`src/rtl/multicycle_ctrl_pkg.sv`:
```
// Shared types and constants for the multi-cycle RV32 control path:
// FSM state encoding, supported opcodes, ALU operation selects and
// branch funct3 codes.
package core_pkg;

  typedef enum logic [3:0] {
    FETCH,
    DECODE,
    EXEC_R,
    ADDR_CALC,
    MEM_RD,
    MEM_WR,
    WB_R,
    WB_LD,
    BRANCH,
    TRAP
  } state_t;

  localparam logic [6:0] OP_LOAD   = 7'b0000011;
  localparam logic [6:0] OP_STORE  = 7'b0100011;
  localparam logic [6:0] OP_RTYPE  = 7'b0110011;
  localparam logic [6:0] OP_BRANCH = 7'b1100011;

  typedef enum logic [1:0] {
    ALU_ADD   = 2'b00,
    ALU_CMP   = 2'b01,
    ALU_FUNCT = 2'b10
  } alu_op_t;

  localparam logic [2:0] F3_BEQ  = 3'b000;
  localparam logic [2:0] F3_BNE  = 3'b001;
  localparam logic [2:0] F3_BLT  = 3'b100;
  localparam logic [2:0] F3_BGE  = 3'b101;
  localparam logic [2:0] F3_BLTU = 3'b110;
  localparam logic [2:0] F3_BGEU = 3'b111;

  // Loads and stores share the address-calculation step.
  function automatic logic isMemOp(input logic [6:0] op);
    return (op == OP_LOAD) || (op == OP_STORE);
  endfunction

endpackage

```
`src/rtl/multicycle_ctrl_if.sv`:
```
// Single memory request handshake shared by instruction fetch and
// data loads/stores. The controller is the master; memory answers
// with memReady in the cycle it completes the request.
interface multicycle_ctrl_if;

  logic memReq;
  logic memWe;
  logic memAddrSel;
  logic memReady;

  modport master (
    output memReq,
    output memWe,
    output memAddrSel,
    input  memReady
  );

  modport slave (
    input  memReq,
    input  memWe,
    input  memAddrSel,
    output memReady
  );

endinterface

```
`src/rtl/multicycle_ctrl_branch_cond.sv`:
```
// Branch resolution from funct3 and the ALU compare flags. funct3
// codes 010/011 are not branches and are reported as illegal.
module branch_cond
  import core_pkg::*;
(
  input  logic [2:0] i_funct3,
  input  logic       i_aluZero,
  input  logic       i_aluLt,
  input  logic       i_aluLtu,
  output logic       o_taken,
  output logic       o_illegal
);

  // Select the taken condition for the captured branch type.
  always_comb begin
    o_taken   = 1'b0;
    o_illegal = 1'b0;
    case (i_funct3)
      F3_BEQ:  o_taken = i_aluZero;
      F3_BNE:  o_taken = !i_aluZero;
      F3_BLT:  o_taken = i_aluLt;
      F3_BGE:  o_taken = !i_aluLt;
      F3_BLTU: o_taken = i_aluLtu;
      F3_BGEU: o_taken = !i_aluLtu;
      default: o_illegal = 1'b1;
    endcase
  end

endmodule

```
`src/rtl/multicycle_ctrl.sv`:
```
// Main control FSM of the multi-cycle RV32 core. Sequences fetch,
// decode, execute, memory and writeback, owns the memory handshake,
// and traps on illegal instructions or memory timeouts.
module multicycle_ctrl
  import core_pkg::*;
#(
  parameter int MEM_TIMEOUT = 16,
  parameter int TCNT_W      = 5
) (
  input  logic              clk,
  input  logic              rst,
  input  logic [6:0]        i_opcode,
  input  logic [2:0]        i_funct3,
  input  logic [6:0]        i_funct7,
  input  logic              i_aluZero,
  input  logic              i_aluLt,
  input  logic              i_aluLtu,
  multicycle_ctrl_if.master bus,
  output logic              o_irWrite,
  output logic              o_pcWrite,
  output logic              o_pcSrc,
  output logic              o_aluSrcB,
  output alu_op_t           o_aluOp,
  output logic              o_regWrite,
  output logic              o_memToReg,
  output logic              o_illegalInst,
  output logic              o_memFault,
  output logic              o_halted
);

  localparam logic [TCNT_W-1:0] TCNT_LAST = TCNT_W'(MEM_TIMEOUT - 1);

  state_t            r_state;
  state_t            w_next;
  logic [6:0]        r_opcode;
  logic [2:0]        r_funct3;
  logic              r_f7b5;
  logic [TCNT_W-1:0] r_tcnt;
  logic              r_illegal;
  logic              r_fault;

  logic    w_taken;
  logic    w_brIllegal;
  logic    w_timeout;
  logic    w_waiting;
  logic    w_setIllegal;
  logic    w_setFault;
  logic    w_memReq;
  logic    w_memWe;
  logic    w_memAddrSel;
  logic    w_irWrite;
  logic    w_pcWrite;
  logic    w_pcSrc;
  logic    w_aluSrcB;
  alu_op_t w_aluOp;
  logic    w_regWrite;
  logic    w_memToReg;
  logic    w_halted;
  logic    w_unusedFunct7;

  // Only funct7[5] is meaningful to the ALU decode downstream.
  assign w_unusedFunct7 = ^{i_funct7[6], i_funct7[4:0], r_f7b5};

  branch_cond u_branchCond (
    .i_funct3  (r_funct3),
    .i_aluZero (i_aluZero),
    .i_aluLt   (i_aluLt),
    .i_aluLtu  (i_aluLtu),
    .o_taken   (w_taken),
    .o_illegal (w_brIllegal)
  );

  // The limit is hit on the last allowed waiting cycle; a same-cycle
  // memReady still completes the request.
  assign w_timeout = !bus.memReady && (r_tcnt == TCNT_LAST);

  // Next-state and Moore outputs; only fetch strobes follow memReady.
  always_comb begin
    w_next       = r_state;
    w_memReq     = 1'b0;
    w_memWe      = 1'b0;
    w_memAddrSel = 1'b0;
    w_irWrite    = 1'b0;
    w_pcWrite    = 1'b0;
    w_pcSrc      = 1'b0;
    w_aluSrcB    = 1'b0;
    w_aluOp      = ALU_ADD;
    w_regWrite   = 1'b0;
    w_memToReg   = 1'b0;
    w_halted     = 1'b0;
    w_waiting    = 1'b0;
    w_setIllegal = 1'b0;
    w_setFault   = 1'b0;
    case (r_state)
      FETCH: begin
        w_memReq  = 1'b1;
        w_waiting = !bus.memReady;
        if (bus.memReady) begin
          w_irWrite = 1'b1;
          w_pcWrite = 1'b1;
          w_next    = DECODE;
        end else if (w_timeout) begin
          w_setFault = 1'b1;
          w_next     = TRAP;
        end
      end
      DECODE: begin
        if (i_opcode == OP_RTYPE) begin
          w_next = EXEC_R;
        end else if (isMemOp(i_opcode)) begin
          w_next = ADDR_CALC;
        end else if (i_opcode == OP_BRANCH) begin
          w_next = BRANCH;
        end else begin
          w_setIllegal = 1'b1;
          w_next       = TRAP;
        end
      end
      EXEC_R: begin
        w_aluOp = ALU_FUNCT;
        w_next  = WB_R;
      end
      WB_R: begin
        w_regWrite = 1'b1;
        w_next     = FETCH;
      end
      ADDR_CALC: begin
        w_aluSrcB = 1'b1;
        w_next    = (r_opcode == OP_STORE) ? MEM_WR : MEM_RD;
      end
      MEM_RD: begin
        w_memReq     = 1'b1;
        w_memAddrSel = 1'b1;
        w_waiting    = !bus.memReady;
        if (bus.memReady) begin
          w_next = WB_LD;
        end else if (w_timeout) begin
          w_setFault = 1'b1;
          w_next     = TRAP;
        end
      end
      WB_LD: begin
        w_regWrite = 1'b1;
        w_memToReg = 1'b1;
        w_next     = FETCH;
      end
      MEM_WR: begin
        w_memReq     = 1'b1;
        w_memWe      = 1'b1;
        w_memAddrSel = 1'b1;
        w_waiting    = !bus.memReady;
        if (bus.memReady) begin
          w_next = FETCH;
        end else if (w_timeout) begin
          w_setFault = 1'b1;
          w_next     = TRAP;
        end
      end
      BRANCH: begin
        w_aluOp = ALU_CMP;
        w_pcSrc = 1'b1;
        if (w_brIllegal) begin
          w_setIllegal = 1'b1;
          w_next       = TRAP;
        end else begin
          w_pcWrite = w_taken;
          w_next    = FETCH;
        end
      end
      TRAP: begin
        w_halted = 1'b1;
      end
      default: begin
        w_next = FETCH;
      end
    endcase
  end

  // State register; reset always restarts with a fresh fetch.
  always_ff @(posedge clk) begin
    if (rst) begin
      r_state <= FETCH;
    end else begin
      r_state <= w_next;
    end
  end

  // Latch the instruction fields seen during decode.
  always_ff @(posedge clk) begin
    if (rst) begin
      r_opcode <= '0;
      r_funct3 <= '0;
      r_f7b5   <= 1'b0;
    end else if (r_state == DECODE) begin
      r_opcode <= i_opcode;
      r_funct3 <= i_funct3;
      r_f7b5   <= i_funct7[5];
    end
  end

  // Wait counter restarts on every state change, so each memory state
  // begins its own timeout window.
  always_ff @(posedge clk) begin
    if (rst || (w_next != r_state)) begin
      r_tcnt <= '0;
    end else if (w_waiting) begin
      r_tcnt <= r_tcnt + 1'b1;
    end
  end

  // Sticky trap causes, cleared only by reset.
  always_ff @(posedge clk) begin
    if (rst) begin
      r_illegal <= 1'b0;
      r_fault   <= 1'b0;
    end else begin
      if (w_setIllegal) r_illegal <= 1'b1;
      if (w_setFault)   r_fault   <= 1'b1;
    end
  end

  assign bus.memReq     = w_memReq;
  assign bus.memWe      = w_memWe;
  assign bus.memAddrSel = w_memAddrSel;
  assign o_irWrite      = w_irWrite;
  assign o_pcWrite      = w_pcWrite;
  assign o_pcSrc        = w_pcSrc;
  assign o_aluSrcB      = w_aluSrcB;
  assign o_aluOp        = w_aluOp;
  assign o_regWrite     = w_regWrite;
  assign o_memToReg     = w_memToReg;
  assign o_illegalInst  = r_illegal;
  assign o_memFault     = r_fault;
  assign o_halted       = w_halted;

endmodule

```
`src/flat_wrapper.sv`:
```
// flat-port wrapper written by rule: the top's interface ports become plain ports
module multicycle_ctrl_flat import core_pkg::*;
#(
  parameter int MEM_TIMEOUT = 16,
  parameter int TCNT_W      = 5
)
  (clk, rst, i_opcode, i_funct3, i_funct7, i_aluZero, i_aluLt, i_aluLtu, o_irWrite, o_pcWrite, o_pcSrc, o_aluSrcB, o_aluOp, o_regWrite, o_memToReg, o_illegalInst, o_memFault, o_halted, bus_memReq, bus_memWe, bus_memAddrSel, bus_memReady);
  multicycle_ctrl_if bus_i ();
  input  logic clk;
  input  logic rst;
  input  logic [6:0] i_opcode;
  input  logic [2:0] i_funct3;
  input  logic [6:0] i_funct7;
  input  logic i_aluZero;
  input  logic i_aluLt;
  input  logic i_aluLtu;
  output logic o_irWrite;
  output logic o_pcWrite;
  output logic o_pcSrc;
  output logic o_aluSrcB;
  output alu_op_t o_aluOp;
  output logic o_regWrite;
  output logic o_memToReg;
  output logic o_illegalInst;
  output logic o_memFault;
  output logic o_halted;
  output wire logic [$bits(bus_i.memReq)-1:0] bus_memReq;
  output wire logic [$bits(bus_i.memWe)-1:0] bus_memWe;
  output wire logic [$bits(bus_i.memAddrSel)-1:0] bus_memAddrSel;
  input wire logic [$bits(bus_i.memReady)-1:0] bus_memReady;
  assign bus_memReq = bus_i.memReq;
  assign bus_memWe = bus_i.memWe;
  assign bus_memAddrSel = bus_i.memAddrSel;
  assign bus_i.memReady = bus_memReady;
  multicycle_ctrl #(.MEM_TIMEOUT(MEM_TIMEOUT), .TCNT_W(TCNT_W)) u_core (.clk(clk), .rst(rst), .i_opcode(i_opcode), .i_funct3(i_funct3), .i_funct7(i_funct7), .i_aluZero(i_aluZero), .i_aluLt(i_aluLt), .i_aluLtu(i_aluLtu), .bus(bus_i), .o_irWrite(o_irWrite), .o_pcWrite(o_pcWrite), .o_pcSrc(o_pcSrc), .o_aluSrcB(o_aluSrcB), .o_aluOp(o_aluOp), .o_regWrite(o_regWrite), .o_memToReg(o_memToReg), .o_illegalInst(o_illegalInst), .o_memFault(o_memFault), .o_halted(o_halted));
endmodule
```
`config.mk`:
```
export PLATFORM = sky130hd
export DESIGN_NAME = multicycle_ctrl_flat
export DESIGN_NICKNAME = d
export VERILOG_FILES = /design/src/rtl/multicycle_ctrl_pkg.sv /design/src/rtl/multicycle_ctrl_if.sv /design/src/rtl/multicycle_ctrl_branch_cond.sv /design/src/rtl/multicycle_ctrl.sv /design/src/flat_wrapper.sv
export SDC_FILE = /design/constraint.sdc
export NUM_CORES = 1
export LEC_CHECK = 0
export ABC_AREA = 1
export BUFFER_PORTS_ARGS = -buffer_cell sky130_fd_sc_hd__clkbuf_2
export CELL_PAD_IN_SITES_DETAIL_PLACEMENT = 0
export CELL_PAD_IN_SITES_GLOBAL_PLACEMENT = 1
export CORE_MARGIN = 2
export CORE_UTILIZATION = 31
export CTS_CLUSTER_DIAMETER = 150
export DETAILED_ROUTE_END_ITERATION = 8
export PLACE_DENSITY_LB_ADDON = 0.1
export SYNTH_ARGS = -nofsm -noshare
export SYNTH_HDL_FRONTEND = slang
export SYNTH_HIERARCHICAL = 1
export SYNTH_SLANG_ARGS = --single-unit
```
`constraint.sdc`:
```
create_clock -name clk -period 1.8 [get_ports clk]
set_input_delay 0.36 -clock clk [delete_from_list [all_inputs] [get_ports clk]]
set_output_delay 0.36 -clock clk [all_outputs]
set_load 0.03 [all_outputs]
```
**After elaboration in Yosys (flattened, before gate mapping)**

Index checks and enable logic that the tools add are counted.

- Input port bits: 23
- Output and inout bits: 14
- Logic and storage cells: 74
- Bits in registers: 21

- Add/subtract/negate cells: 1
- Equal/unequal tests: 21
- Reduce and logical (&&, ||, !) cells: 13
- Mux-type cells: 33

Operators by type and width:

| kind | number |
|---|---|
| 4-bit one-hot mux with 8 select lines | 1 |
| 4-bit two-way mux | 7 |
| 7-bit by 6-bit == test with 1-bit output (second input constant) | 3 |
| 1-bit two-way mux | 21 |
| 4-bit by 3-bit == test with 1-bit output (second input constant) | 4 |
| 3-bit == test (second input constant) | 4 |
| 4-bit by 2-bit == test with 1-bit output (second input constant) | 2 |
| 4-bit == test (second input constant) | 2 |
| 7-bit by 2-bit == test with 1-bit output (second input constant) | 1 |
| 7-bit == test (second input constant) | 1 |
| 1-bit one-hot mux with 6 select lines | 1 |
| 6-bit OR reduction | 1 |
| 5-bit by 1-bit adder with 5-bit output (second input constant) | 1 |
| 5-bit by 4-bit == test with 1-bit output (second input constant) | 1 |
| 4-bit by 1-bit == test with 1-bit output (second input constant) | 1 |
| 1-bit zero test | 4 |
| 4-bit zero test | 1 |
| 4-bit inequality test | 1 |
| 1-bit one-hot mux with 2 select lines | 2 |
| 2-bit one-hot mux with 2 select lines | 1 |
| 2-bit OR reduction | 2 |
| 3-bit by 1-bit == test with 1-bit output (second input constant) | 1 |
| 3-bit zero test | 1 |
| 3-bit OR reduction | 1 |
| 2 further kinds | 3 |

**Depth between registers and ports, before layout**

- Depth in word-level cells: 7
- Depth in mapped cells: 15
- Depth with buffers taken out: 15

**By module**

Netlist, hierarchy kept.

Modules (own cells, without submodules):

| module | seq. area each (um^2) | area an instance (um^2) | cells each | times used |
|---|---|---|---|---|
| multicycle_ctrl | 420.4 | 1152.4 | 174 | 1 |
| branch_cond | 0.0 | 70.1 | 16 | 1 |

**Worst setup path before layout**

OpenSTA, ideal clock, no wires.

- Kind: register to output
- Start: register u_core.r_state[2]
- End: output port o_pcWrite
- Required time: 1440 ps
- Data arrival time: 1415 ps
- Setup slack: 25 ps
- Stages on the path, launching flop included: 5
- Path buffers: 0
- Path through: dfxtp_1 -> nor2_2 -> nand2_1 -> nor2_1 -> a31o_2

- Longest elaborated chain between the ends: 2
- Elaborated cells between the ends (all ways): 3
- Classes of those cells: eq/ne (1); mux (1); reduce/logical (1)

RTL lines:

| element | line | RTL |
|---|---|---|
| from (decl) | multicycle_ctrl.sv:33 | `state_t r_state;` |
| from (signal assigned) | multicycle_ctrl.sv:184 | `r_state <= w_next;` |
| 4-bit == test / 4-bit zero test (equally long branches) | multicycle_ctrl.sv:94 | `case (r_state)` |
| 1-bit one-hot mux with 2 select lines (*) | multicycle_ctrl.sv:94 |  |
| to (decl) | flat_wrapper.sv:18 | `output logic o_pcWrite;` |

Every way passes the cells marked *; elsewhere a longest branch is shown, timed or not.

**Final worst setup path**

- Start: register u_core.r_tcnt[1]
- End: register u_core.r_tcnt[3]

- Longest elaborated chain between the ends: 7
- Elaborated cells between the ends (all ways): 10
- Classes of those cells: add/sub (1); eq/ne (2); mux (5); reduce/logical (2)

RTL lines:

| element | line | RTL |
|---|---|---|
| from (decl) | multicycle_ctrl.sv:38 | `logic [TCNT_W-1:0] r_tcnt;` |
| from (signal assigned) | multicycle_ctrl.sv:207 | `r_tcnt <= r_tcnt + 1'b1;` |
| 5-bit by 4-bit == test with 1-bit output | multicycle_ctrl.sv:75 | `assign w_timeout = !bus.memReady && (r_tcnt == TCNT_LAST);` |
| 1-bit logical AND | multicycle_ctrl.sv:75 |  |
| 4-bit two-way mux | multicycle_ctrl.sv:102, multicycle_ctrl.sv:137, multicycle_ctrl.sv:154 |  |
| 4-bit two-way mux, on equally long branches | multicycle_ctrl.sv:152, multicycle_ctrl.sv:98, multicycle_ctrl.sv:135 |  |
| 4-bit one-hot mux with 8 select lines | multicycle_ctrl.sv:94 |  |
| 4-bit inequality test | multicycle_ctrl.sv:204 | `if (rst \|\| (w_next != r_state)) begin` |
| 1-bit logical OR | multicycle_ctrl.sv:204 |  |

Parallel ways exist; a longest one is shown, timed or not.
A chain may end at the register's enable or synchronous reset.

==> flow_metrics.tcl <==
set metrics [dict create \
    path_delay_family "simple AND/OR/NAND/NOR gates" \
    finalNetCount 258 \
    syn-num-nets 215 \
    synth_top_family_by_area "simple AND/OR/NAND/NOR gates" \
    synth_compound_area_share_pct 11.5 \
    synth_seq_cells 21 \
    initial_core_util_pct 32.9 \
    whs_ns 0.288 \
    slowest_stage "dfxtp_2" \
    antenna_cells 0 \
    clk_latency_ns 0.26 \
    cts.sinks 21 \
    path_common_cell "nor2_4" \
    min_period_over_period_pct 95.5 \
    vias 1296 \
    power_per_cell_area_nw_per_um2 953 \
    post-place-cells 270 \
    clock.fmax_mhz 582 \
    grt_pass1_wl_um 5510 \
    overflow 0 \
    grt_pass1_vias 1311 \
    tightest_slew_ns 0.296 \
    syn_inst 190 \
    drc_errors 0 \
    drtPass1Iterations 4 \
    fin_skew_ns 0.00459 \
    post_dp_cell_area_um2 1460 \
    gp_congestion 0.721 \
    first_iter_violations 62 \
    syn_avg_cell_area_um2 6.43 \
    setup.worst_path.start_class "flop" \
    ir_drop_uv 467 \
    synth_mux_area_share_pct 0.921 \
    cts_tree "built" \
    synth_area_um2 1220 \
    async_flop_share_pct 0 \
    clockBufferDepth 2 \
    synth_edf_count 0 \
    wl_um 3080 \
    rows 22 \
    slew_violations 0 \
    ioPinCount 37 \
    critPathCaptureType "flop" \
    viasPerCell 4.63 \
    core_um2 3720 \
    min_period_ns 1.72 \
    ctsHoldBuffers 0 \
    synthAdderAreaFrac_pct 2.05 \
    cp_num_buf_inv 2 \
    fp.dieW_um 66.8 \
    dieArea_um2 4460 \
    crit_required_ns 2.00 \
    routedWlPerCell_um 11.0 \
    die_y_um 66.8 \
    yosysSeqAreaShare_pct 34.4 \
    worstPathArrival_ns 1.92 \
    power_leakage_nw 0.819 \
    cp_max_fo 5 \
    slew_headroom_pct 80.2 \
    cts_buffers 3 \
    rsz0062_at_grt "yes" \
    grt_antenna_before_repair 0 \
    drv_cap 0 \
    clk_pin_slew_ns 0.07 \
    cp_slowest_stage_delay_ns 0.34 \
    grt_max_degree 15 \
    path_cells "ha_4 -> inv_4 -> nor2_4 -> ha_4 -> inv_4 -> nand3_4 -> nand3_2 -> nand2_2 -> nor2_4 -> nand2_1 -> nand2_1 -> nand2_2 -> nor2_4 -> nand2_4 -> nor2_4" \
    cts.htree.levels 1 \
    antenna_left 0 \
    cts-root-buf "clkbuf_8" \
    setup_viol 0 \
    post-route-util_pct 44.7 \
    design_area_um2 1660 \
    synthSimpleGateAreaFrac_pct 39.2 \
    areaGrowthSynthToFinish_pct 35.8 \
    yosys.area_share.xor_xnor_pct 2.15 \
    total_power_mw 1.58 \
    hold_viol 0 \
    yosysUniqueCellTypes 24 \
    critical_path_class "reg -> reg" \
    status "complete, no violations" \
    grtUsageTotal_pct 15.8 \
    io_buffers 29 \
    dp_hpwl_um 2340 \
    min_path_type "in -> reg" \
    stdcell_count 280 \
    synth-warning-count 6 \
    drive_gt1_share_pct 37.1 \
    synth-main-ff-cell "dfxtp_1" \
]
## layout by cell type (no fill, tap or decap), drive strengths merged, types with 2 or more instances in the layout
| cell type | Yosys | layout |
|---|---|---|
| dfxtp | 21 | 21 |
| buf | 0 | 12 |
| o21ai | 14 | 14 |
| clkinv | 1 | 2 |
| nor2 | 45 | 45 |
| clkbuf | 2 | 31 |
| nand2 | 36 | 36 |
| nand4 | 2 | 2 |
| ha | 2 | 2 |
| nand3 | 20 | 20 |
| xor2 | 2 | 2 |
| inv | 29 | 29 |
| a21oi | 7 | 7 |
| nor3 | 3 | 3 |
## power breakdown
part / internal [mW] / total [mW] / switching, mW
sequential: 0.539 / 0.597 / 0.0572
combinational: 0.266 / 0.683 / 0.417
clock: 0.154 / 0.303 / 0.149
## final timing paths
check,start,endpoint,slack [ns],cells past startpoint
max,u_core/r_tcnt[1],u_core/r_tcnt[3],0.08,15
min,rst,u_core/r_state[0],0.29,2
max reg2reg,u_core/r_tcnt[1],u_core/r_tcnt[3],0.08,15
min reg2reg,u_core/o_memFault,u_core/o_memFault,0.46,2
## routing by layer
metal	GRT usage (%)	part of all wire, %	up-vias
met3	1.69	3.5	2
li1	-	-	685
met1	20.0	48	587
met5	0	0	-
met2	28.1	48	22
met4	4.59	0.55	0
## cells in the mapped netlist, types with 3 or more instances
library cell,count,share of area (%)
nand3_1,20,8.2
inv_1,25,7.7
dfxtp_1,21,34
nor2_2,9,4.6
nand2_2,7,3.6
o21ai_0,13,5.3
inv_2,4,1.2
a21oi_1,7,2.9
nand2_1,29,8.9
nor2_1,35,11
nor3_1,3,1.2
## kinds of logic (layout without fill, tap and decap cells)
logic type | after synthesis | in the layout
buf+inv | 32 | 74
flops | 21 | 21
mux | 1 | 1
compound gates | 25 | 25
xor+xnor | 3 | 3
simple gates | 106 | 106
fa+ha+maj | 2 | 2
## worst register-to-register path, cell delays in order (launching register included)
cell	delay (ns)
dfxtp_2	0.34
ha_4	0.16
inv_4	0.06
nor2_4	0.04
ha_4	0.17
inv_4	0.07
nand3_4	0.08
nand3_2	0.09
nand2_2	0.07
nor2_4	0.12
nand2_1	0.06
nand2_1	0.07
nand2_2	0.06
nor2_4	0.10
nand2_4	0.09
nor2_4	0.09
## through the flow
step | TNS (ns) | setup WS [ns]
floorplan | 0 | 0.0250
global placement | -0.270 | -0.0546
detailed placement | -0.382 | -0.0930
CTS | -0.000724 | -0.000724
global route | -0.199 | -0.0462
finish | 0 | 0.0808
## state kept, by name (all words and copies together), names as in the netlist
register	count
u_core/o_memFault	1
u_core/r_funct3	3
u_core/r_state	4
u_core/o_illegalInst	1
u_core/r_tcnt	5
u_core/r_opcode	7
## area by class of cell
cell class / count / area, um^2
clock buffers: 3 / 41.3
clock inverters: 1 / 5.00
fillers: 417 / 2060
inverters: 30 / 118
multi-input cells: 137 / 774
flip-flops and latches: 21 / 428
well taps: 48 / 60.1
repair buffers: 40 / 234
## repair_timing
| item | 4_1_cts | 5_1_grt |
|---|---|---|
| resized for setup | 18 | 16 |
| pin swaps | 9 | 11 |
| setup endpoints to repair | 6 | 11 |
| buffers inserted | 5 | 1 |
| gates cloned | 0 | 0 |
Note: power is estimated with default switching activity, not from simulation.
